===== src/rtl/fwd_hazard_ctrl_pkg.sv =====
// Shared types and constants for the forwarding / hazard control block.
// Forward-select encodings, FSM state enum and default widths.
package fwd_hazard_ctrl_pkg;

   localparam int REG_AW = 5;
   localparam int CNT_W  = 32;

   localparam logic [1:0] FWD_RF  = 2'b00;
   localparam logic [1:0] FWD_WB  = 2'b01;
   localparam logic [1:0] FWD_MEM = 2'b10;

   typedef enum logic [1:0] {
      ST_RUN      = 2'b00,
      ST_LU_STALL = 2'b01,
      ST_FREEZE   = 2'b10
   } ctrl_state_e;

endpackage


===== src/rtl/fwd_hazard_ctrl_fwd_select.sv =====
// Forward-select compare for one ID-stage source register.
// The EX producer wins over MEM because it holds the newest value.
module fwd_select
   import fwd_hazard_ctrl_pkg::*;
#(
   parameter int AW = 5
) (
   input  logic [AW-1:0] src_i,
   input  logic          ex_regwrite_i,
   input  logic [AW-1:0] ex_rd_i,
   input  logic          mem_regwrite_i,
   input  logic [AW-1:0] mem_rd_i,
   output logic [1:0]    sel_o
);

   logic src_nz;
   assign src_nz = (src_i != '0);

   // Priority compare: EX producer, then MEM producer, else register file.
   always_comb begin
      sel_o = FWD_RF;
      if (ex_regwrite_i && (ex_rd_i == src_i) && src_nz) begin
         sel_o = FWD_MEM;
      end else if (mem_regwrite_i && (mem_rd_i == src_i) && src_nz) begin
         sel_o = FWD_WB;
      end
   end

endmodule


===== src/rtl/fwd_hazard_ctrl.sv =====
// Pipeline control: EX forwarding selects, load-use stall,
// memory-wait freeze, branch flush and performance counters.
module fwd_hazard_ctrl #(
   parameter int REG_AW = fwd_hazard_ctrl_pkg::REG_AW,
   parameter int CNT_W  = fwd_hazard_ctrl_pkg::CNT_W
) (
   input  logic              clk_i,
   input  logic              rst_i,
   input  logic [REG_AW-1:0] id_rs_i,
   input  logic [REG_AW-1:0] id_rt_i,
   input  logic              ex_regwrite_i,
   input  logic              ex_memread_i,
   input  logic [REG_AW-1:0] ex_rd_i,
   input  logic              mem_regwrite_i,
   input  logic [REG_AW-1:0] mem_rd_i,
   input  logic              branch_taken_i,
   input  logic              mem_busy_i,
   output logic [1:0]        forward_a_o,
   output logic [1:0]        forward_b_o,
   output logic              pc_write_o,
   output logic              if_id_write_o,
   output logic              if_id_flush_o,
   output logic              id_ex_bubble_o,
   output logic              pipe_freeze_o,
   output logic [CNT_W-1:0]  stall_cnt_o,
   output logic [CNT_W-1:0]  flush_cnt_o
);

   import fwd_hazard_ctrl_pkg::*;

   ctrl_state_e      state_q, state_d;
   logic [1:0]       fwd_a_q, fwd_a_d;
   logic [1:0]       fwd_b_q, fwd_b_d;
   logic [1:0]       sel_a, sel_b;
   logic [CNT_W-1:0] stall_q, stall_d;
   logic [CNT_W-1:0] flush_q, flush_d;
   logic             lu;

   fwd_select #(.AW(REG_AW)) u_sel_rs (
      .src_i          (id_rs_i),
      .ex_regwrite_i  (ex_regwrite_i),
      .ex_rd_i        (ex_rd_i),
      .mem_regwrite_i (mem_regwrite_i),
      .mem_rd_i       (mem_rd_i),
      .sel_o          (sel_a)
   );

   fwd_select #(.AW(REG_AW)) u_sel_rt (
      .src_i          (id_rt_i),
      .ex_regwrite_i  (ex_regwrite_i),
      .ex_rd_i        (ex_rd_i),
      .mem_regwrite_i (mem_regwrite_i),
      .mem_rd_i       (mem_rd_i),
      .sel_o          (sel_b)
   );

   assign lu = ex_memread_i && (ex_rd_i != '0) &&
               ((ex_rd_i == id_rs_i) || (ex_rd_i == id_rt_i));

   // Next state; freeze dominates, load-use only matters from RUN.
   always_comb begin
      state_d = state_q;
      unique case (state_q)
         ST_RUN: begin
            if (mem_busy_i)  state_d = ST_FREEZE;
            else if (lu)     state_d = ST_LU_STALL;
         end
         ST_LU_STALL: begin
            state_d = mem_busy_i ? ST_FREEZE : ST_RUN;
         end
         ST_FREEZE: begin
            state_d = mem_busy_i ? ST_FREEZE : ST_RUN;
         end
         default: state_d = ST_RUN;
      endcase
   end

   // Pipeline enables with priority freeze > load-use > branch.
   always_comb begin
      pc_write_o     = 1'b1;
      if_id_write_o  = 1'b1;
      if_id_flush_o  = 1'b0;
      id_ex_bubble_o = 1'b0;
      pipe_freeze_o  = 1'b0;
      if (mem_busy_i) begin
         pipe_freeze_o = 1'b1;
         pc_write_o    = 1'b0;
         if_id_write_o = 1'b0;
      end else if (lu) begin
         pc_write_o     = 1'b0;
         if_id_write_o  = 1'b0;
         id_ex_bubble_o = 1'b1;
      end else if (branch_taken_i) begin
         if_id_flush_o = 1'b1;
      end
   end

   // Forward selects and counters: hold on freeze, clear on bubble.
   always_comb begin
      fwd_a_d = sel_a;
      fwd_b_d = sel_b;
      stall_d = stall_q;
      flush_d = flush_q;
      if (mem_busy_i) begin
         fwd_a_d = fwd_a_q;
         fwd_b_d = fwd_b_q;
      end else if (id_ex_bubble_o) begin
         fwd_a_d = FWD_RF;
         fwd_b_d = FWD_RF;
      end
      if (id_ex_bubble_o) stall_d = stall_q + 1'b1;
      if (if_id_flush_o)  flush_d = flush_q + 1'b1;
   end

   // State, select and counter registers with synchronous reset.
   always_ff @(posedge clk_i) begin
      if (rst_i) begin
         state_q <= ST_RUN;
         fwd_a_q <= FWD_RF;
         fwd_b_q <= FWD_RF;
         stall_q <= '0;
         flush_q <= '0;
      end else begin
         state_q <= state_d;
         fwd_a_q <= fwd_a_d;
         fwd_b_q <= fwd_b_d;
         stall_q <= stall_d;
         flush_q <= flush_d;
      end
   end

   assign forward_a_o = fwd_a_q;
   assign forward_b_o = fwd_b_q;
   assign stall_cnt_o = stall_q;
   assign flush_cnt_o = flush_q;

endmodule


===== config.mk =====
export PLATFORM = sky130hd
export DESIGN_NAME = fwd_hazard_ctrl
export DESIGN_NICKNAME = d
export VERILOG_FILES = /design/src/rtl/fwd_hazard_ctrl_pkg.sv /design/src/rtl/fwd_hazard_ctrl_fwd_select.sv /design/src/rtl/fwd_hazard_ctrl.sv
export SDC_FILE = /design/constraint.sdc
export NUM_CORES = 1
export LEC_CHECK = 0
export BUFFER_PORTS_ARGS = -buffer_cell sky130_fd_sc_hd__buf_2
export CORE_UTILIZATION = 50
export DETAILED_ROUTE_END_ITERATION = 7
export PLACE_DENSITY_LB_ADDON = 0.2
export SLEW_MARGIN = 40
export SYNTH_ARGS = -nofsm -noshare
export SYNTH_HDL_FRONTEND = slang
export SYNTH_HIERARCHICAL = 1
export SYNTH_SLANG_ARGS = --single-unit

===== constraint.sdc =====
create_clock -name clk_i -period 3.3 [get_ports clk_i]
set_clock_uncertainty 0.15 [all_clocks]
set_input_delay 0.99 -clock clk_i [delete_from_list [all_inputs] [get_ports clk_i]]
set_output_delay 0.99 -clock clk_i [all_outputs]
set_load 0.1 [all_outputs]

==> flow_metrics.py, run 1 <==
metrics = {
    "cells_and_area": {
        "drive_gt1_share_pct": 31.20,
        "fillers": 732,
        "area_growth_pct": 25.03,
        "final_cell_area_um2": 5482,
        "multi_input_area_um2": 2868,
        "final_cells": 730,
        "register_area_um2": 1361,
        "final_nets": 649,
        "diodes": 0,
        "final_util_pct": 65.72,
        "most-common-layout-cells": "92 x buf_2, 68 x dfxtp_1, 47 x nor2_1",
        "layout_commonest_cell": "buf_2",
    },
    "route": {
        "ant_nets": 0,
        "drt-wirelength-per-cell_um": 16.05,
        "drc": 0,
        "firstDrtPassIters": 5,
        "drt_iter0_drc": 215,
        "viasPerCell": 6.038,
        "wirelength_um": 11720,
        "vias": 4408,
    },
    "status": {
        "status": "finished with violations",
        "violations": "setup timing",
    },
    "timing": {
        "worst_slew_pin_slew_ns": 0.6943,
        "max_clock_freq_ghz": 0.2918,
        "maxSlewViolCount": 0,
        "setup_tns_ns": -0.4298,
        "setup_violations": 4,
        "slew_headroom_pct": 53.36,
        "fin_crit_ns": 3.427,
        "period_share_pct": 103.8,
        "grt_setup_unrepaired": "yes",
        "hold_viol": 0,
        "timing.final.ws_setup_ns": -0.1268,
        "worst_hold_slack_ns": 0.3115,
    },
    "synth": {
        "synth_compound_area_share_pct": 17.67,
        "synth_ff_type": "dfxtp_1",
        "syn_inst": 512,
        "synth_simple_gate_area_share_pct": 30.14,
        "synth-xor-area-share_pct": 5.993,
        "syn_area_um2": 4384,
        "synth_seq_cells": 68,
        "synth_top_family_by_area": "simple AND/OR/NAND/NOR gates",
        "synthArstFlopShare_pct": 0,
        "yosys-mux-area-fraction_pct": 9.732,
        "yosys_warnings": 6,
        "synthesis.nets": 541,
        "ys_seq_area_share_pct": 31.05,
        "synth-edff-count": 0,
        "synth.top_cell.area_share_pct": 31.05,
        "yosys.area.top_type": "dfxtp_1",
        "synth_area_per_cell_um2": 8.563,
        "ys_top_cells_by_area": "dfxtp_1 31%, mux2_1 9.0%, nor2b_1 5.3%",
        "synth_cell_types": 55,
        "synth_fa_ha_area_share_pct": 0.5708,
    },
    "worst_setup_path": {
        "worstSetupPathType": "input pin to primary output",
        "path_max_fanout": 2,
        "startpoint_type": "input pin",
        "cp-end-kind": "primary output",
        "r2r_slack_ns": 0.85,
        "arrival_ns": 2.29,
        "worstPathRequired_ns": 2.16,
    },
    "die": {
        "start_util_pct": 52.57,
        "num_rows": 33,
        "die_area_um2": 9147,
        "die_y_um": 95.64,
        "die_w_um": 95.64,
        "core_area_um2": 8341,
        "num_io_pins": 100,
    },
    "power_and_ir_drop": {
        "fin_total_pwr_mw": 1.823,
        "p_leak_nw": 2.275,
        "irDropWorstVdd_mv": 0.1909,
        "power_density_nw_per_um2": 332.5,
    },
    "placement": {
        "portBuffers": 99,
        "place_area_um2": 5215,
        "dpl.cell_count": 711,
        "place_hpwl_um": 8217,
        "post-place-ws_ns": -0.1892,
        "place.gp.congestion": 0.8614,
    },
    "grt": {
        "grt_overflow_total": 0,
        "first_global_vias": 4042,
        "busiest_layer": "met2",
        "use_met3_pct": 5.024,
        "grt_pass1_wl_um": 19350,
        "grt_util_all_layers_pct": 26.83,
        "grtUsageMet2_pct": 44.40,
        "met1_usage_pct": 34.97,
        "antenna_found_initial": 0,
        "grt_max_degree": 63,
    },
    "worst_hold_path": {
        "hold_path.class": "flip-flop to flip-flop",
    },
    "clocking": {
        "cts_tree": "yes",
        "cts_root_buffer": "clkbuf_8",
        "cts_buffer_depth": 2,
        "clkSinkCount": 68,
        "cts-buffers-inserted": 9,
        "htreeDepth": 3,
        "clkTransAtPathRegs_ns": 0.06,
        "insertion_delay_ns": 0.35,
    },
    "job": {
        "maxCapViolCount": 0,
    },
}
==> flip-flops by register name, summed over array words and instances, names as in the netlist <==
signal       count
forward_a_o      2
stall_cnt_o     32
flush_cnt_o     32
forward_b_o      2
==> final cells by class <==
cell class	instances	share of cell area (%)
inverter	6	0.4109
timing repair buffer	139	16.34
clock buffer	12	2.830
clock inverter	4	0.8674
multi-input combinational	396	52.32
sequential	68	24.83
tap	105	2.397
==> layer usage <==
metal  routed length (um)  share of wire (%)
met2                 5691                 49
met4                  138                1.2
met5                    0                  0
met1                 5280                 45
met3                  604                5.2
==> cell families (layout without fill, tap and decap cells) <==
family | count (synthesis) | in the layout
and+or+nand+nor | 233 | 233
DFF | 68 | 68
AOI/OAI and AO/OA | 93 | 93
adders and majority gates | 2 | 2
muxes | 38 | 38
xor gates and xnor gates | 30 | 30
buffers and inverters | 48 | 161
==> cell usage after synthesis (5+ instances only) <==
library cell  count
and3_1            9
or2_2            19
buf_2            11
o2111ai_1         8
nor3_1            7
xor2_1            8
nand4_1          26
or4_1             7
nand2_1          25
nor3b_1           5
xnor2_1          22
nor2b_1          37
o41ai_1          19
o311ai_1         19
a21oi_1          12
dfxtp_1          68
mux2_1           35
inv_1             6
o21ai_1           6
nand3_1          19
clkbuf_1         26
o211ai_1         14
nor4_1           10
nor2_1           49
==> final timing paths <==
check	from	end	depth (start not counted)
hold reg to reg	forward_b_o[1]$_SDFFE_PP0N_	forward_b_o[1]$_SDFFE_PP0N_	2
hold / removal	forward_b_o[1]$_SDFFE_PP0N_	forward_b_o[1]$_SDFFE_PP0N_	2
setup reg to reg	flush_cnt_o[5]$_SDFFE_PP0P_	flush_cnt_o[23]$_SDFFE_PP0P_	5
setup / recovery	ex_rd_i[1]	if_id_flush_o	5
==> critical path, stage by stage <==
cell     delay [ns]
buf_6          0.09
or4_4          0.55
o21a_4         0.24
a21oi_4        0.21
buf_12         0.21
==> what timing repair did <==
| action | 4_1_cts | 5_1_grt |
|---|---|---|
| resized for setup | 4 | 2 |
| buffers inserted | 2 | 1 |
| hold buffers | 0 | 0 |
| setup endpoints to repair | 4 | 4 |
| pin swaps | 4 | 3 |
| gates cloned | 0 | 0 |
==> where the power goes <==
group / leakage, nW / switching (mW) / internal, mW
clock: 0.102 / 0.328 / 0.388
combinational: 1.62 / 0.176 / 0.105
sequential: 0.548 / 0.00262 / 0.822
total: 2.27 / 0.507 / 1.32
No activity file was read; power rests on OpenSTA's default activity.
==> inputs of run 2 (changes only) <==
- ABC_AREA: unset -> 1
- CORE_UTILIZATION: 50 -> 51
==> run 2 against run 1 <==
Net effect:
- the flow now finishes without violations
- global-route usage fell by 0.85 points
- fmax grew 5.9%
- non-clock buffer count is 24 lower
- clock power is 2% higher
- routed wire length rose by 7.5%
==> flow_metrics.py, run 2 <==
metrics = {
    "status": {
        "status": "complete, no violations",
    },
    "worst_hold_path": {
        "whs_path_depth": 2,
        "hold_path.class": "flip-flop to flip-flop",
    },
    "synth": {
        "synth_ff_type": "dfxtp_1",
        "synth_seq_cells": 68,
        "yosysMostFrequentCell": "nand2_1",
        "synth_cell_types": 29,
        "synthArstFlopShare_pct": 0,
        "syn_inst": 862,
        "synth.top_cell.area_share_pct": 27.47,
        "yosys_warnings": 6,
        "synth_area_per_cell_um2": 5.748,
        "syn_area_um2": 4955,
        "synthesis.nets": 891,
        "yosys.area.top_type": "dfxtp_1",
        "ys_top_cells_by_area": "dfxtp_1 27%, nand2_1 23%, nor2_1 10%",
        "ys_seq_area_share_pct": 27.47,
        "synth-edff-count": 0,
        "synthTopCellsByCount": "299 x nand2_1, 134 x nor2_1, 109 x inv_1, 68 x dfxtp_1, 52 x nand3_1",
    },
    "cells_and_area": {
        "final_util_pct": 63.21,
        "most-common-layout-cells": "298 x nand2_1, 131 x nor2_1, 105 x inv_1",
        "final_cells": 1094,
        "drive_gt1_share_pct": 19.38,
        "layout_commonest_cell": "nand2_1",
        "final_cell_area_um2": 5896,
        "diodes": 0,
        "final_nets": 990,
        "area_growth_pct": 18.99,
    },
    "clocking": {
        "cts_buffer_depth": 2,
        "clkTransAtPathRegs_ns": 0.06,
        "cts-buffers-inserted": 9,
        "insertion_delay_ns": 0.34,
        "ctsHoldBuffers": 0,
        "cts_root_buffer": "clkbuf_8",
        "htreeDepth": 3,
        "cts_tree": "yes",
        "clkSinkCount": 68,
    },
    "worst_setup_path": {
        "cp.depth": 11,
        "cp-end-kind": "primary output",
        "path_cells": "clkbuf_4 > inv_2 > nand2_1 > nand2_1 > nor2_1 > nand3_2 > nand2_4 > nand2_4 > nand2_4 > clkinvlp_4 > buf_12",
        "cpPeakStageDelay_ns": 0.19,
        "slowest_stage": "buf_12",
        "arrival_ns": 2.10,
        "startpoint_type": "input pin",
        "critPathBufInv": 4,
        "worstSetupPathType": "input pin to primary output",
        "path_max_fanout": 8,
        "ff2ff_path_depth": 12,
        "path_delay_family": "simple AND/OR/NAND/NOR gates",
        "worstPathRequired_ns": 2.16,
        "critPathMostFrequentCell": "nand2_4",
    },
    "grt": {
        "grt_max_degree": 58,
        "grt_pass1_wl_um": 21390,
        "grt_util_all_layers_pct": 25.99,
        "grt_overflow_total": 0,
        "first_global_vias": 4803,
        "antenna_found_initial": 0,
    },
    "power_and_ir_drop": {
        "seqPwrFrac_pct": 45.9,
        "power_density_nw_per_um2": 306.1,
        "combPwrFrac_pct": 13.9,
        "p_int_mw": 1.319,
        "power_frac_clock_pct": 40.3,
        "p_sw_uw": 485.6,
        "switching_share_pct": 26.91,
        "p_leak_nw": 2.803,
        "irDropWorstVdd_mv": 0.2039,
    },
    "route": {
        "dr_wl_met3_um": 491,
        "vias": 5334,
        "viasPerCell": 4.876,
        "wirelength_um": 12590,
        "drt_iter0_drc": 208,
        "ant_nets": 0,
        "top_layer": "met4",
        "firstDrtPassIters": 4,
        "met1_length_um": 5935,
        "dr_wl_met2_um": 5920,
        "drc": 0,
        "drt-wirelength-per-cell_um": 11.51,
    },
    "timing": {
        "slew_headroom_pct": 64.55,
        "setup_violations": 0,
        "maxSlewViolCount": 0,
        "max_clock_freq_ghz": 0.3090,
        "fin_crit_ns": 3.237,
        "worst_slew_pin_slew_ns": 0.5317,
        "hold_viol": 0,
        "period_share_pct": 98.08,
        "timing.final.ws_setup_ns": 0.06338,
    },
    "placement": {
        "portBuffers": 99,
        "place_area_um2": 5647,
        "place_hpwl_um": 9308,
        "place.gp.congestion": 0.9177,
        "post-place-ws_ns": 0.02502,
        "dpl.cell_count": 1078,
    },
    "die": {
        "die_area_um2": 10110,
        "core_area_um2": 9328,
        "die_y_um": 100.6,
        "die_w_um": 100.6,
        "num_io_pins": 100,
        "num_rows": 35,
        "start_util_pct": 53.12,
    },
    "job": {
        "maxCapViolCount": 0,
    },
}
## run 2: cells by family (layout without fill, tap and decap cells)
kind of cell | after synthesis | count (layout) | share of synthesized area (%)
AO/OA/AOI/OAI | 39 | 39 | 3.939
XOR/XNOR | 30 | 30 | 5.303
adder cells (fa/ha/maj) | 2 | 2 | 0.5050
flip-flops | 68 | 68 | 27.47
buffers and inverters | 160 | 263 | 13.26
AND/OR/NAND/NOR | 563 | 563 | 49.52
## run 2: per-layer routing
layer / vias to the layer above / global-route usage (%)
li1: 2831 / -
met4: 0 / 9.142
met3: 16 / 4.022
met2: 118 / 44.31
met1: 2369 / 33.28
met5: - / 0
## run 2: final cells by class
cell class | instances | area [um^2]
sequential | 68 | 1361
clock inverter | 5 | 77.57
multi-input combinational | 634 | 2957
tap | 129 | 161.4
clock buffer | 10 | 127.6
fill | 994 | 3432
inverter | 133 | 511.7
timing repair buffer | 115 | 699.4
## run 2: worst paths after layout
check / startpoint / to / slack, ns
setup / recovery: ex_rd_i[4] / if_id_write_o / 0.06
hold reg to reg: forward_a_o[1]$_SDFFE_PP0N_ / forward_a_o[1]$_SDFFE_PP0N_ / 0.33
hold / removal: forward_a_o[1]$_SDFFE_PP0N_ / forward_a_o[1]$_SDFFE_PP0N_ / 0.33
setup reg to reg: stall_cnt_o[0]$_SDFFE_PP0P_ / stall_cnt_o[30]$_SDFFE_PP0P_ / 1.25
## run 2: repair_timing
item / 4_1_cts / 5_1_grt
setup buffers: 0 / 1
resized for setup: 0 / 17
setup endpoints to repair: 0 / 4
## run 2: metrics by stage
stage / total power [mW] / hold slack [ns] / setup TNS (ns)
global placement: 1.087 / 0.3136 / 0
finish: 1.805 / 0.3288 / 0
floorplan: 1.014 / 0.7334 / -0.3364
CTS: 1.822 / 0.3275 / 0
global route: 1.892 / 0.3499 / -0.2781
detailed placement: 1.089 / 0.3162 / 0
## run 2: tightest hold or removal path, cell delays in order, from the launching register on
cell and delay [ns]:
dfxtp_1 0.32, nand2_1 0.06, a21oi_1 0.05
## run 2: power groups by stage
stage / clock network (mW) / logic, mW / registers (mW)
after CTS: 0.752 / 0.243 / 0.828
after global placement: 0 / 0.240 / 0.847
after global routing: 0.789 / 0.274 / 0.828
after floorplan: 0 / 0.143 / 0.871
after detailed placement: 0 / 0.242 / 0.847
final: 0.727 / 0.250 / 0.828
==> inputs of run 3 (changes only) <==
- BUFFER_PORTS_ARGS: -buffer_cell sky130_fd_sc_hd__buf_2 -> unset
- CORE_UTILIZATION: 51 -> 32
- DONT_BUFFER_PORTS: unset -> 1
==> run 3 against run 2 <==
Net effect:
- routed wire length grew 11%
- via count shrank 4.8%
- cell count is 2.2% higher
- fmax rose by 2.9%
- non-clock buffer count decreased by 35
==> flow_metrics.py, run 3 (synthesis results as in run 2) <==
metrics = {
    "worst_setup_path": {
        "cp-end-kind": "primary output",
        "path_max_fanout": 9,
        "ff2ff_path_depth": 12,
        "startpoint_type": "input pin",
        "worstReg2RegStart": "flush_cnt_o[1]$_SDFFE_PP0P_",
        "arrival_ns": 2.01,
        "worstPathRequired_ns": 2.16,
        "r2r_slack_ns": 1.06,
        "r2r_end": "flush_cnt_o[30]$_SDFFE_PP0P_",
        "worstSetupPathType": "input pin to primary output",
    },
    "die": {
        "num_rows": 45,
        "num_io_pins": 100,
        "start_util_pct": 32.71,
        "die_w_um": 126.4,
        "core_area_um2": 15150,
        "die_y_um": 126.4,
        "die_area_um2": 15990,
    },
    "cells_and_area": {
        "area_growth_pct": 19.82,
        "most-common-layout-cells": "298 x nand2_1, 134 x nor2_1, 106 x inv_1",
        "final_nets": 955,
        "final_util_pct": 39.20,
        "final_cell_area_um2": 5937,
        "final_cells": 1118,
        "drive_gt1_share_pct": 16.02,
        "layout_commonest_cell": "nand2_1",
        "diodes": 0,
    },
    "power_and_ir_drop": {
        "power_density_nw_per_um2": 315.9,
        "p_leak_nw": 2.663,
        "irDropWorstVdd_mv": 0.2165,
        "fin_total_pwr_mw": 1.876,
    },
    "grt": {
        "first_global_vias": 4717,
        "grt_max_degree": 46,
        "grt_overflow_total": 0,
        "grt_pass1_wl_um": 23340,
        "grt_util_all_layers_pct": 18.13,
        "antenna_found_initial": 0,
    },
    "placement": {
        "place.gp.congestion": 0.9047,
        "place_area_um2": 5679,
        "dpl.cell_count": 1103,
        "portBuffers": 0,
        "place_hpwl_um": 10470,
    },
    "worst_hold_path": {
        "whs_path_depth": 2,
        "min_to": "stall_cnt_o[4]$_SDFFE_PP0P_",
        "hold_path_startpoint": "stall_cnt_o[4]$_SDFFE_PP0P_",
        "hold_path.class": "flip-flop to flip-flop",
    },
    "route": {
        "drt_iter0_drc": 316,
        "ant_nets": 0,
        "firstDrtPassIters": 4,
        "drc": 0,
        "wirelength_um": 13930,
        "drt-wirelength-per-cell_um": 12.46,
        "vias": 5080,
        "viasPerCell": 4.544,
    },
    "clocking": {
        "post_cts_buffers": 0,
        "cts-buffers-inserted": 9,
        "htreeDepth": 3,
        "insertion_delay_ns": 0.33,
        "cts_tree": "yes",
        "postCtsResizedCells": 0,
        "clkTransAtPathRegs_ns": 0.05,
        "clkSinkCount": 68,
        "cts_buffer_depth": 2,
        "ctsHoldBuffers": 0,
        "cts_root_buffer": "clkbuf_16",
    },
    "timing": {
        "worst_slew_pin_slew_ns": 0.6707,
        "max_clock_freq_ghz": 0.3179,
        "setup_violations": 0,
        "period_share_pct": 95.33,
        "maxSlewViolCount": 0,
        "hold_viol": 0,
        "fin_crit_ns": 3.146,
        "worst_hold_slack_ns": 0.3394,
        "grt_setup_unrepaired": "no",
        "slew_headroom_pct": 55.24,
    },
    "job": {
        "maxCapViolCount": 0,
    },
    "status": {
        "status": "complete, no violations",
    },
}
-- run 3: area by class of cell --
| cell class | count | area (um^2) |
|---|---|---|
| clock buffer | 9 | 225.2 |
| timing repair buffer | 80 | 625.6 |
| clock inverter | 6 | 32.53 |
| multi-input combinational | 634 | 2944 |
| inverter | 133 | 511.7 |
| sequential | 68 | 1363 |
| tap | 188 | 235.2 |
| fill | 1677 | 9209 |
-- run 3: critical path, stage by stage --
cell and delay, ns:
nor2_1 0.11, nand3_1 0.08, o21ai_1 0.20, inv_2 0.08
nand2_4 0.13, nand2_4 0.08, clkinvlp_4 0.09, buf_12 0.24
-- run 3: metrics by stage --
stage	setup slack [ns]	TNS [ns]
detailed placement	0.1267	0
global placement	0.1248	0
floorplan	-0.3278	-0.3364
global route	0.07620	0
finish	0.1542	0
CTS	0.1231	0
-- run 3: routing by layer --
metal  wire [um]  track usage, %  up-vias
li1            -               -     2764
met1        6299           22.09     2207
met2        6576           30.55       91
met3         826           5.146       18
met4         227           6.166        0
met5           0               0        -
-- run 3: power by group --
part           switching [mW]  internal [mW]
registers             0.00215          0.825
clock network           0.362          0.497
logic                   0.135         0.0555
-- run 3: worst max path at each step --
stage	start	slack (ns)	depth (start not counted)	endpoint
6_report	ex_rd_i[0]	0.15	8	if_id_write_o
5_1_grt	id_rt_i[1]	0.08	10	pc_write_o
4_1_cts	ex_rd_i[0]	0.12	8	if_id_write_o
3_5_place_dp	ex_rd_i[0]	0.13	8	pc_write_o
3_3_place_gp	ex_rd_i[0]	0.12	8	if_id_write_o
2_1_floorplan	ex_rd_i[0]	-0.33	10	pc_write_o
